--- config.mk ---
export PLATFORM = sky130hd
export DESIGN_NAME = nibbler_fetch
export DESIGN_NICKNAME = d
export VERILOG_FILES = /design/src/rtl/nibbler_pkg.sv /design/src/rtl/nibbler_pc.sv /design/src/rtl/nibbler_fetch.sv
export SDC_FILE = /design/constraint.sdc
export NUM_CORES = 1
export LEC_CHECK = 0
export CORE_MARGIN = 1
export CORE_UTILIZATION = 37
export DETAILED_ROUTE_END_ITERATION = 7
export GPL_ROUTABILITY_DRIVEN = 1
export PLACE_DENSITY = 0.75
export SETUP_SLACK_MARGIN = 0.15
export SYNTH_ARGS = -nofsm -noshare
export SYNTH_HDL_FRONTEND = slang
export SYNTH_SLANG_ARGS = --single-unit
--- constraint.sdc ---
create_clock -name clk -period 1.6 [get_ports clk]
set_input_delay 0.32 -clock clk [delete_from_list [all_inputs] [get_ports clk]]
set_output_delay 0.32 -clock clk [all_outputs]
set_load 0.1 [all_outputs]
--- src/rtl/nibbler_pkg.sv ---
// Shared definitions for the nibbler fetch/sequencer stage and the
// microcode decoder that consumes its opcode/phase/flag outputs.
//   OPC_W   : opcode width (top bits of every program word)
//   phase_t : two-phase sequencer state (fetch / execute)
//   opcode_t: instruction encoding, common to fetch and decoder
package nibbler_pkg;

  localparam int OPC_W = 4;

  typedef enum logic {
    PH_FETCH = 1'b0,
    PH_EXEC  = 1'b1
  } phase_t;

  typedef enum logic [OPC_W-1:0] {
    OP_JC   = 4'd0,
    OP_JNC  = 4'd1,
    OP_CMPI = 4'd2,
    OP_CMPM = 4'd3,
    OP_LIT  = 4'd4,
    OP_IN   = 4'd5,
    OP_LD   = 4'd6,
    OP_ST   = 4'd7,
    OP_JZ   = 4'd8,
    OP_JNZ  = 4'd9,
    OP_ADDI = 4'd10,
    OP_ADDM = 4'd11,
    OP_JMP  = 4'd12,
    OP_OUT  = 4'd13,
    OP_NORI = 4'd14,
    OP_NORM = 4'd15
  } opcode_t;

endpackage : nibbler_pkg

--- src/rtl/nibbler_pc.sv ---
// Program counter register for the nibbler sequencer.
// Ports:
//   clk, reset_n : clock (rising edge), asynchronous active-low reset
//   en           : update window (execute phase with the sequencer running)
//   load         : jump, pc <= load_addr (takes priority over inc)
//   inc          : pc <= pc + 1, wrapping modulo 2^PC_W
//   load_addr    : jump target
//   pc           : current program counter
module nibbler_pc #(
  parameter int PC_W = 12
) (
  input  logic            clk,
  input  logic            reset_n,
  input  logic            en,
  input  logic            load,
  input  logic            inc,
  input  logic [PC_W-1:0] load_addr,
  output logic [PC_W-1:0] pc
);

  logic [PC_W-1:0] pc_d;
  logic [PC_W-1:0] pc_q;

  always_comb begin
    pc_d = pc_q;
    if (en) begin
      if (load) begin
        pc_d = load_addr;
      end else if (inc) begin
        // Natural overflow of the PC_W-bit add gives the required wrap.
        pc_d = pc_q + {{(PC_W-1){1'b0}}, 1'b1};
      end
    end
  end

  always_ff @(posedge clk or negedge reset_n) begin
    if (!reset_n) begin
      pc_q <= '0;
    end else begin
      pc_q <= pc_d;
    end
  end

  assign pc = pc_q;

endmodule : nibbler_pc

--- src/rtl/nibbler_fetch.sv ---
// Fetch/sequencer stage in front of the microcode decoder. Owns the PC,
// instruction register, fetch/execute phase toggle and the C/Z flags.
// Ports:
//   clk, reset_n        : clock (rising edge), asynchronous active-low reset
//   run                 : 1 = advance, 0 = freeze every register
//   prog_addr/prog_data : combinational program memory read at pc
//   load_pc/inc_pc      : decoder PC strobes, honoured in execute only
//   load_flag/alu_c/z   : decoder flag strobe and ALU results, execute only
//   phase               : 0 = fetch, 1 = execute
//   opcode/operand/address : fields of the instruction register
//   c_flag/z_flag       : registered flags back to the decoder
//   pc                  : current program counter
module nibbler_fetch
  import nibbler_pkg::*;
#(
  parameter int PC_W    = 12,
  parameter int INSTR_W = 16
) (
  input  logic               clk,
  input  logic               reset_n,
  input  logic               run,
  output logic [PC_W-1:0]    prog_addr,
  input  logic [INSTR_W-1:0] prog_data,
  input  logic               load_pc,
  input  logic               inc_pc,
  input  logic               load_flag,
  input  logic               alu_c,
  input  logic               alu_z,
  output logic               phase,
  output logic [OPC_W-1:0]   opcode,
  output logic [3:0]         operand,
  output logic [PC_W-1:0]    address,
  output logic               c_flag,
  output logic               z_flag,
  output logic [PC_W-1:0]    pc
);

  phase_t             phase_d, phase_q;
  logic [INSTR_W-1:0] ir_d, ir_q;
  logic               c_d, c_q;
  logic               z_d, z_q;
  logic               fetch_en;
  logic               exec_en;

  assign fetch_en = run && (phase_q == PH_FETCH);
  assign exec_en  = run && (phase_q == PH_EXEC);

  // Phase FSM next state plus IR and flag next values. Strobes only matter
  // in execute; the flags feeding a conditional jump are the pre-edge ones.
  always_comb begin
    phase_d = phase_q;
    ir_d    = ir_q;
    c_d     = c_q;
    z_d     = z_q;
    if (run) begin
      phase_d = (phase_q == PH_FETCH) ? PH_EXEC : PH_FETCH;
    end
    if (fetch_en) begin
      ir_d = prog_data;
    end
    if (exec_en && load_flag) begin
      c_d = alu_c;
      z_d = alu_z;
    end
  end

  always_ff @(posedge clk or negedge reset_n) begin
    if (!reset_n) begin
      phase_q <= PH_FETCH;
      ir_q    <= '0;
      c_q     <= 1'b0;
      z_q     <= 1'b0;
    end else begin
      phase_q <= phase_d;
      ir_q    <= ir_d;
      c_q     <= c_d;
      z_q     <= z_d;
    end
  end

  nibbler_pc #(
    .PC_W (PC_W)
  ) u_pc (
    .clk       (clk),
    .reset_n   (reset_n),
    .en        (exec_en),
    .load      (load_pc),
    .inc       (inc_pc),
    .load_addr (ir_q[PC_W-1:0]),
    .pc        (pc)
  );

  assign prog_addr = pc;
  assign phase     = (phase_q == PH_EXEC);
  assign opcode    = ir_q[INSTR_W-1 -: OPC_W];
  assign operand   = ir_q[3:0];
  assign address   = ir_q[PC_W-1:0];
  assign c_flag    = c_q;
  assign z_flag    = z_q;

endmodule : nibbler_fetch

---- Yosys cells after proc, flatten, opt, wreduce, memory -nomap -nowiden ----
Index checks and enable logic that the tools add are counted.
word-level totals
  register bits after elaboration ......... 31
  bits of input ports ..................... 24
  output and inout bits ................... 47
cells by class
  add/sub/neg operators ................... 1
  multiplexer cells ....................... 3
  bitwise gates (word level) .............. 1
  reductions and logical operators ........ 5
operators with widths
  kind                     number
  $mux W12                 2
  $add A12 B1 Y12 const B  1
  $logic_and A1 B1 Y1      3
  $reduce_and A2 Y1        1
  $reduce_bool A2 Y1       1
  $mux W1                  1
  $not A1 Y1               1

---- Longest topological paths before layout ----
Gate-level depths: netlist of the first run.
  depth after elaboration ................. 3
  mapped depth ............................ 5
  gate-level depth less buffers ........... 5

---- By module ----
Synthesis of the first run repeated with hierarchy kept, for this count alone.
unflattened totals
  cells, all modules ...................... 147
  area total of the unflattened synthesis .. 1667.8 um^2
modules (own cells, without submodules)
  module         instances  cells an instance  area an instance (um^2)
  nibbler_fetch  1          59                 902.1
  nibbler_pc     1          88                 765.7

---- Worst setup path before layout of the first run ----
OpenSTA, ideal clock, no wires.
  kind .................................... reg2reg
  start ................................... register u_pc.pc_q[0] (netlist: u_pc.pc[0])
  end ..................................... register u_pc.pc_q[10] (netlist: u_pc.pc[10])
  data arrival time ....................... 2.242 ns
  data required time ...................... 1.529 ns
  setup slack ............................. -0.713 ns
  stages on the path, launching flop included .. 6
  buffers on the path ..................... 0
  cells stage by stage .................... dfrtp_1 ha_1 and4_1 nand4_1 or4_1 nand3_1
between the ends
  longest elaborated chain between the ends .. 3
ends and longest elaborated chain
  item                      RTL line          source
  start: declaration        nibbler_pc.sv:22  logic [PC_W-1:0] pc_q;
  start signal: assignment  nibbler_pc.sv:40  pc_q <= pc_d;
  $add A12 B1 Y12           nibbler_pc.sv:31  pc_d = pc_q + {{(PC_W-1){1'b0}}, 1'b1};
  $mux W12                  nibbler_pc.sv:29  end else if (inc) begin
  $mux W12                  nibbler_pc.sv:27  if (load) begin
Every way passes these cells. The select of a mux whose other input is x is not followed.
A chain may end at the register's enable or synchronous reset.

---- Worst setup path after layout of the first run ----
Ends and elaborated chain as after synthesis.

==> out/summary.txt, run 1 <==
outcome -> finished, final reports clean
final hold viol count -> 0
placed insts -> 267
post-synth net total -> 176
I/O pins -> 71
Seq/Total Area, Yosys -> 0.487
vias in the first global route -> 1379
Primary FF master, synth -> dfrtp_1
Slew Limit Fails -> 0
Req. time, crit path -> 1.82 ns
routed length per instance -> 14.6 um
Tmin final -> 1.51 ns
post-detail-place hpwl -> 3040 um
clk slew on worst S/H paths -> 0.07 ns
area grow syn2layout -> 90.9%
Buf/Inv on CP -> 0
CTS buffer count -> 5
Final ANT Viol Nets -> 0
drt initial violations -> 122
Fillers -> 259
Worst path slowest cell -> or4_1
CP Data Arrival Time -> 1.73 ns
MaxCap Viol Count -> 0
FF-to-FF setup slack -> 0.09 ns
CP startpoint -> u_pc.pc[0]
mapped cell area -> 1590 um^2
Startpoint Class -> flop
die footprint -> 4570 um^2
final worst path period share -> 0.943
met2 Track Usage GR -> 0.311
Initial DRT Pass Iterations -> 4
CP max FO -> 3
vias -> 1453
RSZ-0062 raised after global routing -> yes
Cell Rows -> 23
H-Tree Depth -> 2
Slew @ Worst Pin -> 0.396 ns
initial core utilization -> 0.392
Synth Area per Inst -> 10.5 um^2
ys async rst share -> 1.00
cell family with most CP delay -> simple AND/OR/NAND/NOR gates
Buffers on Ports -> 70
RD Place Congestion -> 0.828
WS Path Type -> reg -> reg
hold slack final -> 0.432 ns
met3 Use GR -> 0.0659
share of cells above drive strength 1 -> 0.520
Max stage delay on crit path -> 0.47 ns
grt total ovfl -> 0
clk buf depth -> 2
Root Buffer -> clkbuf_8
Worst R2R Start -> u_pc.pc[0]
most common cell after layout, fill and taps aside -> buf_12
Max Fclk -> 0.663 GHz
die height -> 67.6 um
Detailed Route WL -> 4060 um
Core Box Area -> 4060 um^2
Clock Skews -> 0.00761 ns
M1 GR Usage -> 0.253
final net count -> 251
GRT Total Usage -> 0.200
relative max-transition margin -> 0.736
most used routing layer in global routing -> met2
worst skew pair latency -> 0.29 ns
setup violators final -> 0
DRC -> 0
first-pass GRT wire length -> 6650 um
CTS tree -> yes
Seq cells post-synth -> 31
Ys Warns -> 0
largest net degree at the start of global routing -> 32
DIE WIDTH -> 67.6 um
area taken by multi-input logic gates -> 729 um^2
crit-path cells -> ha_4, and4_4, nand4_1, or4_1, nand3_1
clk sinks -> 31
initial antenna violation count -> 0
most frequent cells in the layout -> buf_12, clkdlybuf4s50_1, buf_4
reg2reg end -> u_pc.pc[10]
Layout Cells excl Fill -> 277
Post-synth EDFFs -> 0
DR vias/cell -> 5.25
Netlist cell types -> 33
diode count -> 0
worst-case reg-to-reg path depth -> 5
Critical Path End Type -> flop
hold crit path type -> in -> async
Seq. cell area -> 818 um^2
Gate Count Post-Synth -> 151
cell usage after synthesis (4+ instances only):
cell | instances | area (um^2)
dfrtp_1 | 31 | 776
buf_4 | 17 | 128
mux2_2 | 14 | 158
o21ai_0 | 10 | 50.1
nand3_1 | 9 | 45.0
a21oi_1 | 8 | 40.0
nand2_1 | 8 | 30.0
nand4_1 | 5 | 31.3
nor2_1 | 5 | 18.8
nor3_1 | 5 | 25.0
and3_1 | 4 | 25.0
mux2_1 | 4 | 45.0
flip-flops by register name, summed over array words and instances, names as in the netlist:
name     flops
c_flag       1
ir_q        16
phase        1
u_pc.pc     12
z_flag       1
repair_timing:
item                                    4_1_cts  5_1_grt
endpoints found under the setup margin        5       14
pin swaps                                     2        3
gates cloned                                  0        0
hold buffers                                  0        0
resized for setup                             3        9
hold endpoints to repair                      0        0
buffers inserted                              1        1
cell families (layout without fill, tap and decap cells):
group	Yosys count	after routing	synth area share
xor gates and xnor gates	1	1	0.00550
adders and majority gates	1	1	0.00786
DFF	31	31	0.487
AOI/OAI and AO/OA	29	29	0.109
muxes	21	21	0.146
buffers and inverters	25	101	0.102
and+or+nand+nor	43	43	0.142
how the worst max path moves through the flow:
stage,cells after the start,to,slack [ns]
after floorplan,5,u_pc.pc[10],-0.17
after detailed placement,4,ir_q[4],-0.15
after global placement,4,u_pc.pc[8],-0.15
after global routing,5,u_pc.pc[10],0.02
final,5,u_pc.pc[10],0.09
after CTS,5,u_pc.pc[10],0.08
cell type report:
cell class | instances | share of cell area
inverters | 2 | 0.00247
well taps | 50 | 0.0206
flip-flops and latches | 31 | 0.269
repair buffers | 91 | 0.440
clock inverters | 3 | 0.00494
clock buffers | 5 | 0.0227
multi-input cells | 95 | 0.240
layer usage:
| metal | share of wire | wire (um) | vias up |
|---|---|---|---|
| met5 | 0 | 0 | - |
| met4 | 0.016 | 63 | 0 |
| met3 | 0.066 | 266 | 5 |
| met2 | 0.50 | 2010 | 57 |
| met1 | 0.42 | 1710 | 703 |
| li1 | - | - | 688 |
through the flow:
step / instance area [um^2] / setup TNS (ns) / utilization / setup WS [ns]
floorplan: 1700 / -0.377 / - / -0.171
global placement: 2910 / -2.06 / 0.717 / -0.150
detailed placement: 2910 / -3.00 / 0.717 / -0.153
CTS: 3000 / 0 / 0.739 / 0.0829
global route: 3040 / 0 / 0.749 / 0.0152
finish: 3040 / 0 / 0.749 / 0.0910
Power of run 1 is not shown: default switching activity piles up to over one toggle a cycle in this logic, so the estimate is an artifact.
==> run 2, diff against run 1 <==
--- a/config.mk
+++ b/config.mk
@@ -6,10 +6,9 @@
 export NUM_CORES = 1
 export LEC_CHECK = 0
 export CORE_MARGIN = 1
-export CORE_UTILIZATION = 37
+export CORE_UTILIZATION = 25
 export DETAILED_ROUTE_END_ITERATION = 7
 export GPL_ROUTABILITY_DRIVEN = 1
-export PLACE_DENSITY = 0.75
 export SETUP_SLACK_MARGIN = 0.15
 export SYNTH_ARGS = -nofsm -noshare
 export SYNTH_HDL_FRONTEND = slang
==> constraint.sdc (replaced) <==
create_clock -name clk -period 1.67 [get_ports clk]
set_input_delay 0.334 -clock clk [delete_from_list [all_inputs] [get_ports clk]]
set_output_delay 0.334 -clock clk [all_outputs]
set_load 0.1 [all_outputs]
==> out/summary.txt, run 2 (synthesis gave the netlist of run 1 again) <==
outcome -> finished, final reports clean
post-detail-place hpwl -> 3220 um
CP max FO -> 3
clk slew on worst S/H paths -> 0.06 ns
vias -> 1478
relative max-transition margin -> 0.644
initial core utilization -> 0.264
CP Data Arrival Time -> 1.76 ns
initial antenna violation count -> 0
design area -> 3060 um^2
share of cells above drive strength 1 -> 0.504
area grow syn2layout -> 92.2%
CTS tree -> yes
worst skew pair latency -> 0.28 ns
Tmin final -> 1.54 ns
MaxCap Viol Count -> 0
Startpoint Class -> flop
CP startpoint -> u_pc.pc[1]
clk sinks -> 31
I/O pins -> 71
die height -> 81.8 um
diode count -> 0
CTS buffer count -> 5
Fillers -> 540
setup violators final -> 0
hold crit path type -> in -> async
RSZ-0062 raised after global routing -> yes
most common cell after layout, fill and taps aside -> buf_12
Hold Buf Count CTS -> 0
final worst path period share -> 0.925
Req. time, crit path -> 1.88 ns
grt total ovfl -> 0
Largest register FFs -> 16
vias in the first global route -> 1400
DRC -> 0
Slew Limit Fails -> 0
Initial DRT Pass Iterations -> 4
GRT Total Usage -> 0.137
clk buf depth -> 2
Reg with most FFs -> ir_q
Detailed Route WL -> 4220 um
Max Fclk -> 0.647 GHz
Top Registers -> ir_q: 16 flops, u_pc.pc: 12 flops
Root Buffer -> clkbuf_8
drt initial violations -> 130
Placement Cell Area -> 2900 um^2
most frequent cells in the layout -> buf_12, buf_4, clkdlybuf4s50_1
Buffers on Ports -> 70
final hold viol count -> 0
H-Tree Depth -> 2
die footprint -> 6690 um^2
WS Path Type -> reg -> reg
largest net degree at the start of global routing -> 25
Slew @ Worst Pin -> 0.534 ns
Worst R2R Start -> u_pc.pc[1]
Clock Skews -> 0.00522 ns
first-pass GRT wire length -> 6870 um
DR vias/cell -> 4.85
Critical Path End Type -> flop
DIE WIDTH -> 81.8 um
Final ANT Viol Nets -> 0
Core Box Area -> 6030 um^2
final net count -> 254
RD Place Congestion -> 0.865
Cell Rows -> 28
routed length per instance -> 13.8 um
-- run 2: final timing paths --
path / cells past startpoint / slack, ns / endpoint
max in group asynchronous: 2 / 1.12 / ir_q[0]
min in group clk: 3 / 0.52 / u_pc.pc[8]
setup / recovery: 5 / 0.13 / u_pc.pc[10]
hold reg to reg: 1 / 0.57 / ir_q[12]
hold / removal: 1 / 0.03 / u_pc.pc[1]
setup reg to reg: 5 / 0.13 / u_pc.pc[10]
-- run 2: repair_timing --
| item | 4_1_cts | 5_1_grt |
|---|---|---|
| setup endpoints to repair | 2 | 6 |
| gates resized for setup | 1 | 6 |
| hold endpoints to repair | 0 | 0 |
| setup buffers | 4 | 1 |
| pin swaps | 4 | 3 |
-- run 2: through the flow --
stage | utilization | TNS (ns) | cells | hold slack [ns] | setup slack [ns]
finish | 0.508 | 0 | 305 | 0.0252 | 0.125
floorplan | - | -0.206 | 151 | 0.0384 | -0.113
global placement | 0.482 | -0.438 | 292 | 0.351 | -0.0293
CTS | 0.504 | 0 | 304 | 0.0491 | 0.102
detailed placement | 0.482 | -0.823 | 292 | 0.356 | -0.0676
global route | 0.508 | 0 | 305 | 0.0652 | 0.0333
-- run 2: critical path, cell delays in order (launching register included) --
cell	delay [ns]
dfrtp_4	0.42
ha_4	0.13
and4_4	0.21
nand4_1	0.13
or4_1	0.49
nand3_1	0.09
-- run 2: cell type report --
cell class	instances	area, um^2	area share
repair buffers	94	1360	0.445
flip-flops and latches	31	811	0.265
multi-input cells	95	686	0.224
clock buffers	8	100	0.0327
well taps	75	93.8	0.0307
inverters	2	7.51	0.00245
-- run 2: metal layers --
layer	wire (um)	up-vias	track usage	share of wire
li1	-	694	-	-
met1	1740	718	0.167	0.41
met2	2120	61	0.225	0.50
met3	307	5	0.0467	0.073
met4	46	0	0.0439	0.011
met5	0	-	0	0
Power of run 2 is left out for the same reason.
==> run 3, diff against run 2 <==
--- a/config.mk
+++ b/config.mk
@@ -6,9 +6,10 @@
 export NUM_CORES = 1
 export LEC_CHECK = 0
 export CORE_MARGIN = 1
-export CORE_UTILIZATION = 25
+export CORE_UTILIZATION = 41
 export DETAILED_ROUTE_END_ITERATION = 7
 export GPL_ROUTABILITY_DRIVEN = 1
+export PLACE_DENSITY = 0.79
 export SETUP_SLACK_MARGIN = 0.15
 export SYNTH_ARGS = -nofsm -noshare
 export SYNTH_HDL_FRONTEND = slang
==> out/summary.txt, run 3 (synthesis gave the netlist of run 1 again) <==
diode count -> 0
Startpoint Class -> flop
most used routing layer in global routing -> met2
area grow syn2layout -> 91.0%
Final ANT Viol Nets -> 0
RD Place Congestion -> 0.790
clk buf depth -> 2
Detailed Route WL -> 5160 um
met2 Track Usage GR -> 0.474
I/O pins -> 71
clk sinks -> 31
routed length per instance -> 18.6 um
Slew Limit Fails -> 0
most common cell after layout, fill and taps aside -> buf_12
WS Path Type -> reg -> reg
Initial DRT Pass Iterations -> 4
CTS tree -> yes
Max Fclk -> 0.634 GHz
area taken by multi-input logic gates -> 721 um^2
final hold viol count -> 0
Seq. cell area -> 811 um^2
most frequent cells in the layout -> buf_12, clkdlybuf4s50_1, buf_4
largest net degree at the start of global routing -> 32
H-Tree Depth -> 2
Hold Buf Count CTS -> 0
Buffers on Ports -> 70
Cell Rows -> 22
RSZ-0062 raised after global routing -> yes
outcome -> finished, final reports clean
Critical Path End Type -> flop
Clock Skews -> 0.00555 ns
DR vias/cell -> 5.64
DRC -> 0
initial core utilization -> 0.431
FF-to-FF setup slack -> 0.09 ns
Placement Cell Area -> 2830 um^2
CP max FO -> 3
worst skew pair latency -> 0.29 ns
Tmin final -> 1.58 ns
first-pass GRT wire length -> 8150 um
Root Buffer -> clkbuf_8
Req. time, crit path -> 1.84 ns
final setup margin -> 0.0923 ns
design area -> 3040 um^2
post-detail-place hpwl -> 3540 um
Fillers -> 197
worst-case reg-to-reg path depth -> 7
vias in the first global route -> 1617
share of cells above drive strength 1 -> 0.524
DIE WIDTH -> 64.3 um
met3 Use GR -> 0.102
M1 GR Usage -> 0.285
final worst path period share -> 0.945
Top Registers -> ir_q: 16 flops, u_pc.pc: 12 flops
Reg with most FFs -> ir_q
grt total ovfl -> 0
reg2reg end -> u_pc.pc[6]
setup violators final -> 0
die height -> 64.3 um
GRT Total Usage -> 0.270
final net count -> 253
clk slew on worst S/H paths -> 0.07 ns
Worst R2R Start -> u_pc.pc[1]
Largest register FFs -> 16
CTS buffer count -> 5
relative max-transition margin -> 0.735
CP Data Arrival Time -> 1.75 ns
TNS Setup -> 0 ns
hold crit path type -> in -> async
vias -> 1561
Slew @ Worst Pin -> 0.398 ns
Core Box Area -> 3690 um^2
drt initial violations -> 86
Place WS -> -0.136 ns
initial antenna violation count -> 0
die footprint -> 4140 um^2
MaxCap Viol Count -> 0
## run 3: cell count changes in the layout (fill, tap and decap cells not counted), moves of 2 or more
cell	change
nor3_2	+2
nor3_1	-2
nand3_2	+2
nand3_1	-2
## run 3: through the flow
step                      utilization  hold WS (ns)  instances
after floorplan                     -        0.0384        151
after global placement          0.767         0.537        261
after detailed placement        0.767         0.545        261
after CTS                       0.802         0.444        274
after global routing            0.824         0.475        277
final                           0.824         0.435        277
## run 3: how the worst max path moves through the flow
stage,start,endpoint,slack (ns),cells after the start
6_report,u_pc.pc[1],u_pc.pc[6],0.09,7
5_1_grt,u_pc.pc[0],u_pc.pc[6],0.03,7
4_1_cts,u_pc.pc[0],u_pc.pc[10],0.11,5
3_5_place_dp,run,ir_q[10],-0.14,4
3_3_place_gp,load_pc,u_pc.pc[8],-0.12,4
2_1_floorplan,u_pc.pc[0],u_pc.pc[10],-0.11,5
## run 3: timing repair
action | in CTS | in global routing
buffers inserted | 5 | 3
endpoints found under the hold margin | 0 | 0
gates resized for setup | 1 | 15
endpoints found under the setup margin | 2 | 23
pin swaps | 4 | 7
## run 3: metal layers
metal	up-vias	wire [um]
li1	698	-
met1	764	1840
met2	81	2780
met3	18	395
met4	0	145
met5	-	0
## run 3: area by class of cell
| type | count | share of cell area |
|---|---|---|
| sequential | 31 | 0.267 |
| timing repair buffer | 93 | 0.444 |
| inverter | 2 | 0.00247 |
| multi-input combinational | 95 | 0.237 |
| clock inverter | 1 | 0.00165 |
| tap | 48 | 0.0198 |
| clock buffer | 7 | 0.0284 |
## run 3: worst max-delay path: stages (launching register included)
cell and delay (ns):
dfrtp_4 0.49, ha_4 0.17, and4_4 0.15, buf_4 0.13, buf_4 0.12, nand3_2 0.07, mux2i_1 0.23, o21ai_1 0.11
Power of run 3 is left out for the same reason.
